## src/rtl/mwtxhdr_pkg.sv

```systemverilog
// Shared definitions for the mwtxhdrstrip header-strip stage.
// Holds the FSM state encoding and a width helper for the header word counter.
package mwtxhdr_pkg;

  typedef enum logic [1:0] {
    S_HDR  = 2'd0,
    S_PAY  = 2'd1,
    S_DROP = 2'd2
  } state_t;

  function automatic int clog2(input int value);
    int result;
    int v;
    result = 0;
    v = value - 1;
    while (v > 0) begin
      result = result + 1;
      v = v >> 1;
    end
    return result;
  endfunction

endpackage

```

## src/rtl/mwtxhdr_outreg.sv

```systemverilog
// Single-entry valid/ready output register carrying {eop, data}.
// load is only asserted by the parent when the slot is empty or draining this cycle.
module mwtxhdr_outreg #(
  parameter int W = 8
) (
  input  logic         clk,
  input  logic         rst,
  input  logic         load,
  input  logic [W-1:0] load_data,
  input  logic         load_eop,
  input  logic         ready,
  output logic         valid,
  output logic [W-1:0] data,
  output logic         eop
);

  always_ff @(posedge clk or posedge rst) begin
    if (rst) begin
      valid <= 1'b0;
      data  <= '0;
      eop   <= 1'b0;
    end else if (load) begin
      valid <= 1'b1;
      data  <= load_data;
      eop   <= load_eop;
    end else if (ready) begin
      valid <= 1'b0;
    end
  end

endmodule

```

## src/rtl/mwtxhdrstrip.sv

```systemverilog
// Header-strip stage: captures HDR_BYTES leading words per packet, forwards the payload.
// Optional statistics counters are built when TXHDR_STATS_EN is defined.
// Handshake: a word moves on valid & ready; out_valid holds data/eop stable until out_ready.
module mwtxhdrstrip
  import mwtxhdr_pkg::*;
#(
  parameter int DATAWIDTH = 8,
  parameter int HDR_BYTES = 4,
  parameter int MAX_PAY   = 1500,
  parameter int CNTWIDTH  = 16
) (
  input  logic                           txclk,
  input  logic                           txrst,
  input  logic [DATAWIDTH-1:0]           in_data,
  input  logic                           in_valid,
  input  logic                           in_eop,
  output logic                           in_ready,
  output logic [DATAWIDTH-1:0]           out_data,
  output logic                           out_valid,
  output logic                           out_eop,
  input  logic                           out_ready,
  output logic [HDR_BYTES*DATAWIDTH-1:0] out_hdr,
  output logic                           out_hdr_valid,
  output logic                           runt_err,
  output logic                           oversize_err,
  output logic [31:0]                    pkt_cnt,
  output logic [31:0]                    runt_cnt,
  output logic [31:0]                    oversize_cnt
);

  localparam int HW  = HDR_BYTES * DATAWIDTH;
  localparam int HCW = (clog2(HDR_BYTES) < 1) ? 1 : clog2(HDR_BYTES);

  state_t                state, state_next;
  logic [HCW-1:0]        hdr_cnt;
  logic [CNTWIDTH-1:0]   pay_cnt;
  logic [HW-1:0]         hdr_word;
  logic                  accept, hdr_last, pay_last, load, load_eop;

  assign hdr_last = (hdr_cnt == HCW'(HDR_BYTES - 1));
  assign pay_last = (pay_cnt == CNTWIDTH'(MAX_PAY - 1));

  always_ff @(posedge txclk or posedge txrst) begin
    if (txrst) state <= S_HDR;
    else       state <= state_next;
  end

  // In S_HDR the output must be empty so the header never changes under a draining packet.
  always_comb begin
    state_next = state;
    in_ready   = 1'b0;
    load       = 1'b0;
    load_eop   = 1'b0;
    case (state)
      S_HDR:  in_ready = !out_valid;
      S_PAY:  in_ready = !out_valid || out_ready;
      S_DROP: in_ready = 1'b1;
      default: in_ready = 1'b0;
    endcase
    if (txrst) in_ready = 1'b0;
    accept = in_valid && in_ready;
    case (state)
      S_HDR: begin
        if (accept && !in_eop && hdr_last) state_next = S_PAY;
      end
      S_PAY: begin
        if (accept) begin
          load     = 1'b1;
          load_eop = in_eop || pay_last;
          if (in_eop)        state_next = S_HDR;
          else if (pay_last) state_next = S_DROP;
        end
      end
      S_DROP: begin
        if (accept && in_eop) state_next = S_HDR;
      end
      default: state_next = S_HDR;
    endcase
  end

  generate
    if (HDR_BYTES > 1) begin : g_shadow
      logic [(HDR_BYTES-1)*DATAWIDTH-1:0] shadow;
      assign hdr_word = {shadow, in_data};
      always_ff @(posedge txclk or posedge txrst) begin
        if (txrst)                          shadow <= '0;
        else if (accept && state == S_HDR) shadow <= hdr_word[(HDR_BYTES-1)*DATAWIDTH-1:0];
      end
    end else begin : g_noshadow
      assign hdr_word = in_data;
    end
  endgenerate

  always_ff @(posedge txclk or posedge txrst) begin
    if (txrst) begin
      hdr_cnt       <= '0;
      pay_cnt       <= '0;
      out_hdr       <= '0;
      out_hdr_valid <= 1'b0;
      runt_err      <= 1'b0;
      oversize_err  <= 1'b0;
    end else begin
      out_hdr_valid <= 1'b0;
      runt_err      <= 1'b0;
      oversize_err  <= 1'b0;
      if (accept) begin
        case (state)
          S_HDR: begin
            if (in_eop) begin
              runt_err <= 1'b1;
              hdr_cnt  <= '0;
            end else if (hdr_last) begin
              out_hdr       <= hdr_word;
              out_hdr_valid <= 1'b1;
              hdr_cnt       <= '0;
              pay_cnt       <= '0;
            end else begin
              hdr_cnt <= hdr_cnt + 1'b1;
            end
          end
          S_PAY: begin
            pay_cnt <= pay_cnt + 1'b1;
            if (!in_eop && pay_last) oversize_err <= 1'b1;
          end
          default: ;
        endcase
      end
    end
  end

  mwtxhdr_outreg #(.W(DATAWIDTH)) u_outreg (
    .clk       (txclk),
    .rst       (txrst),
    .load      (load),
    .load_data (in_data),
    .load_eop  (load_eop),
    .ready     (out_ready),
    .valid     (out_valid),
    .data      (out_data),
    .eop       (out_eop)
  );

`ifdef TXHDR_STATS_EN
  logic pkt_done;
  assign pkt_done = accept && (state == S_PAY) && in_eop;

  // Counters saturate so long-running links never wrap back to small values.
  always_ff @(posedge txclk or posedge txrst) begin
    if (txrst) begin
      pkt_cnt      <= '0;
      runt_cnt     <= '0;
      oversize_cnt <= '0;
    end else begin
      if (pkt_done && pkt_cnt != 32'hFFFF_FFFF)         pkt_cnt      <= pkt_cnt + 32'd1;
      if (runt_err && runt_cnt != 32'hFFFF_FFFF)         runt_cnt     <= runt_cnt + 32'd1;
      if (oversize_err && oversize_cnt != 32'hFFFF_FFFF) oversize_cnt <= oversize_cnt + 32'd1;
    end
  end
`else
  assign pkt_cnt      = '0;
  assign runt_cnt     = '0;
  assign oversize_cnt = '0;
`endif

endmodule
```

## config.mk

```make
export PLATFORM = sky130hd
export DESIGN_NAME = mwtxhdrstrip
export DESIGN_NICKNAME = d
export VERILOG_FILES = /design/src/rtl/mwtxhdr_pkg.sv /design/src/rtl/mwtxhdr_outreg.sv /design/src/rtl/mwtxhdrstrip.sv
export SDC_FILE = /design/constraint.sdc
export NUM_CORES = 1
export LEC_CHECK = 0
export BUFFER_PORTS_ARGS = -buffer_cell sky130_fd_sc_hd__buf_2
export CAP_MARGIN = 20
export CORE_UTILIZATION = 40
export CTS_BUF_LIST = sky130_fd_sc_hd__clkbuf_8
export CTS_CLUSTER_SIZE = 30
export DETAILED_ROUTE_END_ITERATION = 10
export PLACE_DENSITY = 0.75
export SETUP_SLACK_MARGIN = 0.4
export SYNTH_ARGS = -nofsm -noshare
export SYNTH_HDL_FRONTEND = slang
export SYNTH_SLANG_ARGS = --single-unit
```

## constraint.sdc

```tcl
create_clock -name txclk -period 5.1 [get_ports txclk]
set_clock_uncertainty 0.15 [all_clocks]
set_input_delay 0.255 -clock txclk [delete_from_list [all_inputs] [get_ports txclk]]
set_output_delay 0.255 -clock txclk [all_outputs]
set_load 0.005 [all_outputs]
```

# == Yosys cells after proc, flatten, opt, wreduce, memory -nomap -nowiden ==
# Index checks and enable logic that the tools add are counted.
# totals
reg_bits,89
latchBits,0
ramBits,0
rom_bits,0
in_bits,13
output_inout_bits,142
wordCells,70
mem_count,0
# classes
n_addsub,2
n_mul,0
div,0
order_cmp,0
eq_ne,10
shift,0
n_mux,29
bitwise,1
n_reduce_logical,17
# op_table
operator,n
2-to-1 mux 16 bit,2
case mux 16 bit (2 select lines),1
2-to-1 mux 1 bit,17
adder 16 x 1 -> 16 bit (second input constant),1
== test 16 x 11 -> 1 bit (second input constant),1
2-to-1 mux 2 bit,7
AND reduction 4 bit,3
!= test 2 bit (second input constant),5
logical AND 1 bit,6
case mux 2 bit (3 select lines),1
== test 2 bit (second input constant),2
nonzero test 2 bit,2
!= test 3 bit (second input constant),1
case mux 1 bit (3 select lines),1
adder 2 x 1 -> 2 bit (second input constant),1
== test 2 x 1 -> 1 bit (second input constant),1
zero test 1 bit,2
zero test 2 bit,1
logical OR 1 bit,2
AND reduction 2 bit,1
NOT 1 bit,1

# == Logic depth before layout (Yosys ltp) ==
# Gate-level depths: netlist of run 1.
# logic_depth
word_depth,9
mapped_depth,9
ltp_nobuf,6

# == By module ==
# From an unflattened synthesis of run 1, not the netlist that was laid out.
# unflattened
hier_cells,433
hier_area_um2,4419.2
# by_module_without_submodules
mod,n_inst,cells_each,area_per_inst_um2,seq_area_each_um2
mwtxhdrstrip,1,410,4006.3,1976.9
mwtxhdr_outreg,1,23,412.9,250.2

# == Worst setup path before layout of run 1 ==
# No wires, ideal clock.
# synth_timing
path_type,reg-to-reg
from,register hdr_cnt[0]
to,register pay_cnt[2]
setup_ns,0.121
arrival_time_ns,1.680
t_required_ns,4.829
slack_ns,3.149
path_stages_with_launch,9
n_path_buf,3
period_less_slack_ns,1.951
cell_sequence,dfrtp_1 ha_1 nor2b_1 buf_1 nand3_1 inv_1 buf_2 buf_2 nor2_1
# synth_between
elab_chain_cells,3
# synth_lines
element,line_no,text
from (decl),mwtxhdrstrip.sv:35,logic [HCW-1:0] hdr_cnt;
from (signal assigned),mwtxhdrstrip.sv:118,hdr_cnt <= hdr_cnt + 1'b1;
== test 2 bit,mwtxhdrstrip.sv:40,assign hdr_last = (hdr_cnt == HCW'(HDR_BYTES - 1));
!= test 2 bit (no line),n/a,
AND reduction 4 bit (no line),n/a,
to (signal assigned),mwtxhdrstrip.sv:122,pay_cnt <= pay_cnt + 1'b1;
to (decl),mwtxhdrstrip.sv:36,logic [CNTWIDTH-1:0] pay_cnt;
# Every way passes these cells.
# A chain may end at the register's enable or synchronous reset.

# == Worst setup path in the final report of run 1 ==
# layout_timing
from,register hdr_cnt[0]
to,register pay_cnt[7]
# The elaborated chain is that of the path after synthesis.

==> flow_metrics.env, run 1 <==
export IMPL_slew_headroom_pct=42.07
export IMPL_critical_path_class="reg2reg"
export IMPL_netlist_area_sq_mm=0.004417
export IMPL_final_nets=514
export IMPL_finalCriticalPeriod_ns=2.614
export IMPL_syn2layout_area_growth_pct=7.280
export IMPL_grt_util_all_layers_pct=14.50
export IMPL_rsz0062_at_grt="false"
export IMPL_power_density_mw_per_mm2=400.2
export IMPL_pin_count=155
export IMPL_min_to="out_hdr[2]"
export IMPL_die_h_microns=107.1
export IMPL_io_buffers=58
export IMPL_worstReg2RegEnd="pay_cnt[7]"
export IMPL_syn_avg_cell_area_sq_um=10.20
export IMPL_antenna_cells=0
export IMPL_cp_arrival_ns=2.77
export IMPL_final_area_sq_mm=0.004738
export IMPL_fillers=1021
export IMPL_worstPathRequired_ns=5.25
export IMPL_hold_class="in2reg"
export IMPL_ys_top_cells_by_area="dfrtp_1, buf_4, nand2_1"
export IMPL_clock_latency_ns=0.36
export IMPL_core_area_sq_mm=0.01079
export IMPL_routed_wl_mm=8.020
export IMPL_ys_types=38
export IMPL_fp_dieArea_sq_mm=0.01147
export IMPL_cts_setup_buffers=0
export IMPL_synthArstFlopShare_pct=100.0
export IMPL_yosysTopAreaCellShare_pct=50.42
export IMPL_grt_pass1_wl_mm=12.89
export IMPL_finalCritPeriodShare_pct=51.26
export IMPL_ant_nets=0
export IMPL_hpwl_mm=5.488
export IMPL_yosys_area_top_type="dfrtp_1"
export IMPL_drv_slew=0
export IMPL_drcViolationCount=0
export IMPL_start_util_pct=40.92
export IMPL_max_cap_violations=0
export IMPL_ys_warn_count=0
export IMPL_final_common_cell="nand2_1"
export IMPL_final_cell_mix="nand2_1, conb_1, dfrtp_1"
export IMPL_detail_route_wl_per_cell_microns=12.47
export IMPL_drt_iter0_markers=136
export IMPL_drive_gt1_share_pct=22.47
export IMPL_clkTransAtPathRegs_ns=0.08
export IMPL_cp_end_kind="register"
export IMPL_ctsHoldBuffers=8
export IMPL_r2r_slack_ns=2.49
export IMPL_min_path_cells=3
export IMPL_worstMarginPinSlew_ns=0.8690
export IMPL_synthCells=433
export IMPL_cp_max_fo=43
export IMPL_grt_pass1_vias=2661
export IMPL_die_w_microns=107.1
export IMPL_synth_edff_count=0
export IMPL_cts_num_sinks=89
export IMPL_cts_tree="built"
export IMPL_leakagePower_nw=2.515
export IMPL_cts_resized=0
export IMPL_grt_max_degree=73
export IMPL_clockRootBuffer="clkbuf_8"
export IMPL_hp_start="in_data[2]"
export IMPL_reg2reg_from="hdr_cnt[0]"
export IMPL_place_congestion=0.7940
export IMPL_clockBufferDepth=2
export IMPL_placed_area_sq_mm=0.004477
export IMPL_ys_ff_latch=89
export IMPL_setup_viol=0
export IMPL_firstDrtPassIters=4
export IMPL_start_kind="register"
export IMPL_cts_max_level=3
export IMPL_vias=2969
export IMPL_synth_seq_area_share_pct=50.42
export IMPL_reg2reg_depth=8
export IMPL_status="finished, final reports clean"
export IMPL_final_hold_viol_count=0
export IMPL_synth_flop_cell="dfrtp_1"
export IMPL_vdd_drop_max_mv=0.3333
export IMPL_tritoncts_num_buffers=9
export IMPL_std_cell_rows=38
export IMPL_clock_fmax_mhz=382.5
export IMPL_grt_antenna_before_repair=0
export IMPL_grt_overflow_total=0
export IMPL_via_per_inst=4.617
export IMPL_final_core_util_pct=43.90
export IMPL_tns_ns=0
==> worst max path at each step <==
stage / from / to / slack (ns) / cells after the start
after floorplan: txrst / g_shadow.shadow[0] / 2.39 / 1
after global placement: hdr_cnt[0] / pay_cnt[7] / 2.56 / 8
final: hdr_cnt[0] / pay_cnt[7] / 2.49 / 8
after global routing: hdr_cnt[0] / pay_cnt[7] / 2.32 / 8
after CTS: hdr_cnt[0] / pay_cnt[7] / 2.47 / 8
after detailed placement: hdr_cnt[0] / pay_cnt[7] / 2.50 / 8
==> layer usage <==
metal	GRT usage (%)	vias up	wire, microns
li1	-	1380	-
met1	17.84	1439	3401
met2	23.82	141	3948
met3	3.830	9	523
met4	6.556	0	147
met5	0	-	0
==> critical path, stage by stage, from the launching register on <==
cell and delay (ns):
dfrtp_1 0.40, ha_1 0.21, nor2b_1 0.22, nand3_1 0.13
buf_4 0.34, inv_1 0.17, buf_4 0.30, or4_1 0.55
nand2_1 0.08
==> power by group <==
part | switching (mW) | leakage (nW) | internal [mW] | total (mW)
combinational | 0.200 | 1.25 | 0.211 | 0.411
clock | 0.229 | 0.0957 | 0.212 | 0.441
sequential | 0.134 | 1.17 | 0.910 | 1.04
==> cells by family (layout without fill, tap and decap cells) <==
kind of cell | Yosys count | after routing | synth area share, %
AND/OR/NAND/NOR | 154 | 154 | 15.81
buffers and inverters | 114 | 89 | 18.22
flip-flops | 89 | 89 | 50.43
AO/OA/AOI/OAI | 39 | 39 | 6.346
multiplexers | 32 | 32 | 8.159
adder cells (fa/ha/maj) | 2 | 2 | 0.5665
XOR/XNOR | 2 | 2 | 0.3967
other | 1 | 96 | 0.08490
==> final cells by class <==
type                       instances  area (sq um)  area share (%)
clock buffer                      12         165.2           3.486
clock inverter                     3         16.27          0.3433
inverter                           5         20.02          0.4225
multi-input combinational        325          1742           36.76
sequential                        89          2227           47.00
tap                              140         175.2           3.697
timing repair buffer              69         392.9           8.292
==> Yosys cell counts (all sizes together) (2+ instances only) <==
cell type and instances:
a21oi 12, and3 3, and4 3, buf 104, clkbuf 5, dfrtp 89, ha 2, inv 5
mux2 32, nand2 114, nand2b 2, nand3 6, nor2 4, nor2b 2, nor3 2, o2111ai 4
o211ai 2, o21ai 10, o31ai 6, or3 6, or4 7, xor2 2
==> through the flow <==
step                      hold slack (ns)  total power, mW  cells  setup slack [ns]
after floorplan                    0.1882            1.320    528             2.388
after global placement             0.1015            1.438    620             2.558
after detailed placement           0.1113            1.465    620             2.495
after CTS                         0.01563            1.915    643             2.470
after global routing              0.02800            2.016    643             2.316
final                             0.02448            1.896    643             2.486
==> flip-flops by register name, summed over array words and instances, names as in the netlist <==
name,count
pay_cnt,16
out_hdr_valid,1
u_outreg.data,8
u_outreg.eop,1
g_shadow.shadow,24
oversize_err,1
state,2
u_outreg.valid,1
runt_err,1
out_hdr,32
hdr_cnt,2
No activity file was read; power rests on OpenSTA's default activity.
==> run 2, diff against run 1 <==
PLACE_DENSITY = 0.78   (was 0.75)
clock period = 2.3 ns   (was 5.1 ns; I/O delays follow)
==> run 2 against run 1 <==
Maximum frequency increased by 38%; via count increased by 4.4%; largest cell class unchanged; first-iteration DRC count increased by 54%; non-clock buffer count increased by 19; critical endpoint is now pay_cnt[15]; highest routed layer unchanged; sequential power increased by 120%; clock power increased to 3.0 times the previous value.
==> flow_metrics.env, run 2 (synthesized netlist as in run 1, its figures left out) <==
export IMPL_antenna_cells=0
export IMPL_drive_gt1_share_pct=26.91
export IMPL_cts_tree="built"
export IMPL_final_hold_viol_count=0
export IMPL_syn2layout_area_growth_pct=14.22
export IMPL_worstPathRequired_ns=2.45
export IMPL_largest_reg_flops=32
export IMPL_drcViolationCount=0
export IMPL_pre_cts_ws_ns=0.1845
export IMPL_slowest_stage="or4_4"
export IMPL_finalCritPeriodShare_pct=82.50
export IMPL_start_kind="register"
export IMPL_power_mw=4.618
export IMPL_grtUsageMet3_pct=4.681
export IMPL_whs_ns=0.08172
export IMPL_final_common_cell="nand2_1"
export IMPL_cp_end_kind="register"
export IMPL_grt_antenna_before_repair=0
export IMPL_r2r_slack_ns=0.40
export IMPL_clkTransAtPathRegs_ns=0.09
export IMPL_clock_fmax_mhz=527.0
export IMPL_grt_pass1_vias=2878
export IMPL_status="finished, final reports clean"
export IMPL_top_usage_layer="met2"
export IMPL_grt_max_degree=59
export IMPL_vdd_drop_max_mv=0.6191
export IMPL_finalWorstSetupSlack_ns=0.4024
export IMPL_multi_input_area_sq_mm=0.001802
export IMPL_start_util_pct=40.92
export IMPL_crit_chain="ha_2, nor2b_1, buf_4, o2111ai_4, or4_4, a21oi_2"
export IMPL_clockRootBuffer="clkbuf_8"
export IMPL_tritoncts_num_buffers=9
export IMPL_final_core_util_pct=46.74
export IMPL_cts_max_level=3
export IMPL_leakagePower_nw=2.646
export IMPL_clock_latency_ns=0.36
export IMPL_setup_viol=0
export IMPL_via_per_inst=4.669
export IMPL_final_nets=534
export IMPL_crit_family="simple AND/OR/NAND/NOR gates"
export IMPL_cp_num_buf_inv=1
export IMPL_ant_nets=0
export IMPL_fillers=958
export IMPL_cpPeakStageDelay_ns=0.55
export IMPL_ff_latch_area_sq_mm=0.002228
export IMPL_place_congestion=0.8115
export IMPL_firstDrtPassIters=4
export IMPL_pin_count=155
export IMPL_rsz0062_at_grt="true"
export IMPL_std_cell_rows=38
export IMPL_core_area_sq_mm=0.01079
export IMPL_detail_route_wl_per_cell_microns=13.23
export IMPL_drt_iter0_markers=209
export IMPL_drv_slew=0
export IMPL_grt_util_all_layers_pct=15.46
export IMPL_cts_num_sinks=89
export IMPL_critical_path_class="reg2reg"
export IMPL_met2_usage_pct=26.13
export IMPL_grt_pass1_wl_mm=13.87
export IMPL_top_register="out_hdr"
export IMPL_clockBufferDepth=2
export IMPL_final_cell_mix="nand2_1, conb_1, dfrtp_1"
export IMPL_fp_dieArea_sq_mm=0.01147
export IMPL_largestRegisters="out_hdr (32), g_shadow.shadow (24), pay_cnt (16)"
export IMPL_routed_wl_mm=8.783
export IMPL_hold_class="in2reg"
export IMPL_die_h_microns=107.1
export IMPL_met1_usage_pct=18.34
export IMPL_vias=3100
export IMPL_cp_arrival_ns=2.04
export IMPL_die_w_microns=107.1
export IMPL_grt_overflow_total=0
export IMPL_hpwl_mm=5.826
export IMPL_power_density_mw_per_mm2=915.4
export IMPL_io_buffers=58
export IMPL_tns_ns=0
export IMPL_finalCriticalPeriod_ns=1.898
export IMPL_cp_max_fo=7
export IMPL_max_cap_violations=0
==> run 2: cell types whose count changed in the layout (fill, tap and decap cells not counted), moves of 2 or more <==
cell,change
buf_6,+2
dlygate4sd3_1,+3
buf_4,+13
bufinv_16,+3
a21oi_2,+3
or4_1,-3
clkinv_2,-2
a21oi_1,-3
or4_4,+3
==> run 2: final timing paths <==
check	startpoint	end	cells after the start
worst max-delay path	hdr_cnt[1]	pay_cnt[15]	6
worst min-delay path	txrst	state[1]	4
worst max register to register	hdr_cnt[1]	pay_cnt[15]	6
worst min register to register	g_shadow.shadow[16]	out_hdr[24]	2
max in group asynchronous	txrst	state[1]	4
min in group asynchronous	txrst	pay_cnt[2]	4
==> run 2: area by class of cell <==
cell class              count  share of cell area (%)
flip-flops and latches     89                   44.17
well taps                 140                   3.472
clock inverters             5                   2.034
clock buffers              11                   3.001
multi-input cells         326                   35.71
inverters                   5                  0.4464
repair buffers             88                   11.16
==> run 2: layer usage <==
metal / vias to the layer above / share of wire (%)
li1: 1418 / -
met1: 1514 / 40
met2: 152 / 50
met3: 16 / 7.5
met4: 0 / 2.0
met5: - / 0
==> run 2: report_power, final <==
group	total [mW]	internal (mW)	switching [mW]
Sequential	2.30	2.02	0.281
Combinational	0.991	0.511	0.480
Clock	1.33	0.779	0.549
Total	4.62	3.31	1.31
==> run 2: stage by stage <==
stage	instance area, sq um	std cells
finish	5045	664
global route	5045	664
CTS	4942	657
detailed placement	4529	625
global placement	4529	625
floorplan	4778	528
==> run 2: worst min-delay path, stage by stage <==
cell     delay (ns)
buf_2          0.14
nor2b_1        0.09
nand2_1        0.07
a31o_2         0.15
==> run 2: timing repair <==
action | 4_1_cts | 5_1_grt
pin swaps | 2 | 8
setup endpoints to repair | 38 | 16
cloned | 0 | 1
setup buffers | 5 | 6
resized for setup | 3 | 11
endpoints found under the hold margin | 119 | 0
hold buffers | 11 | 0
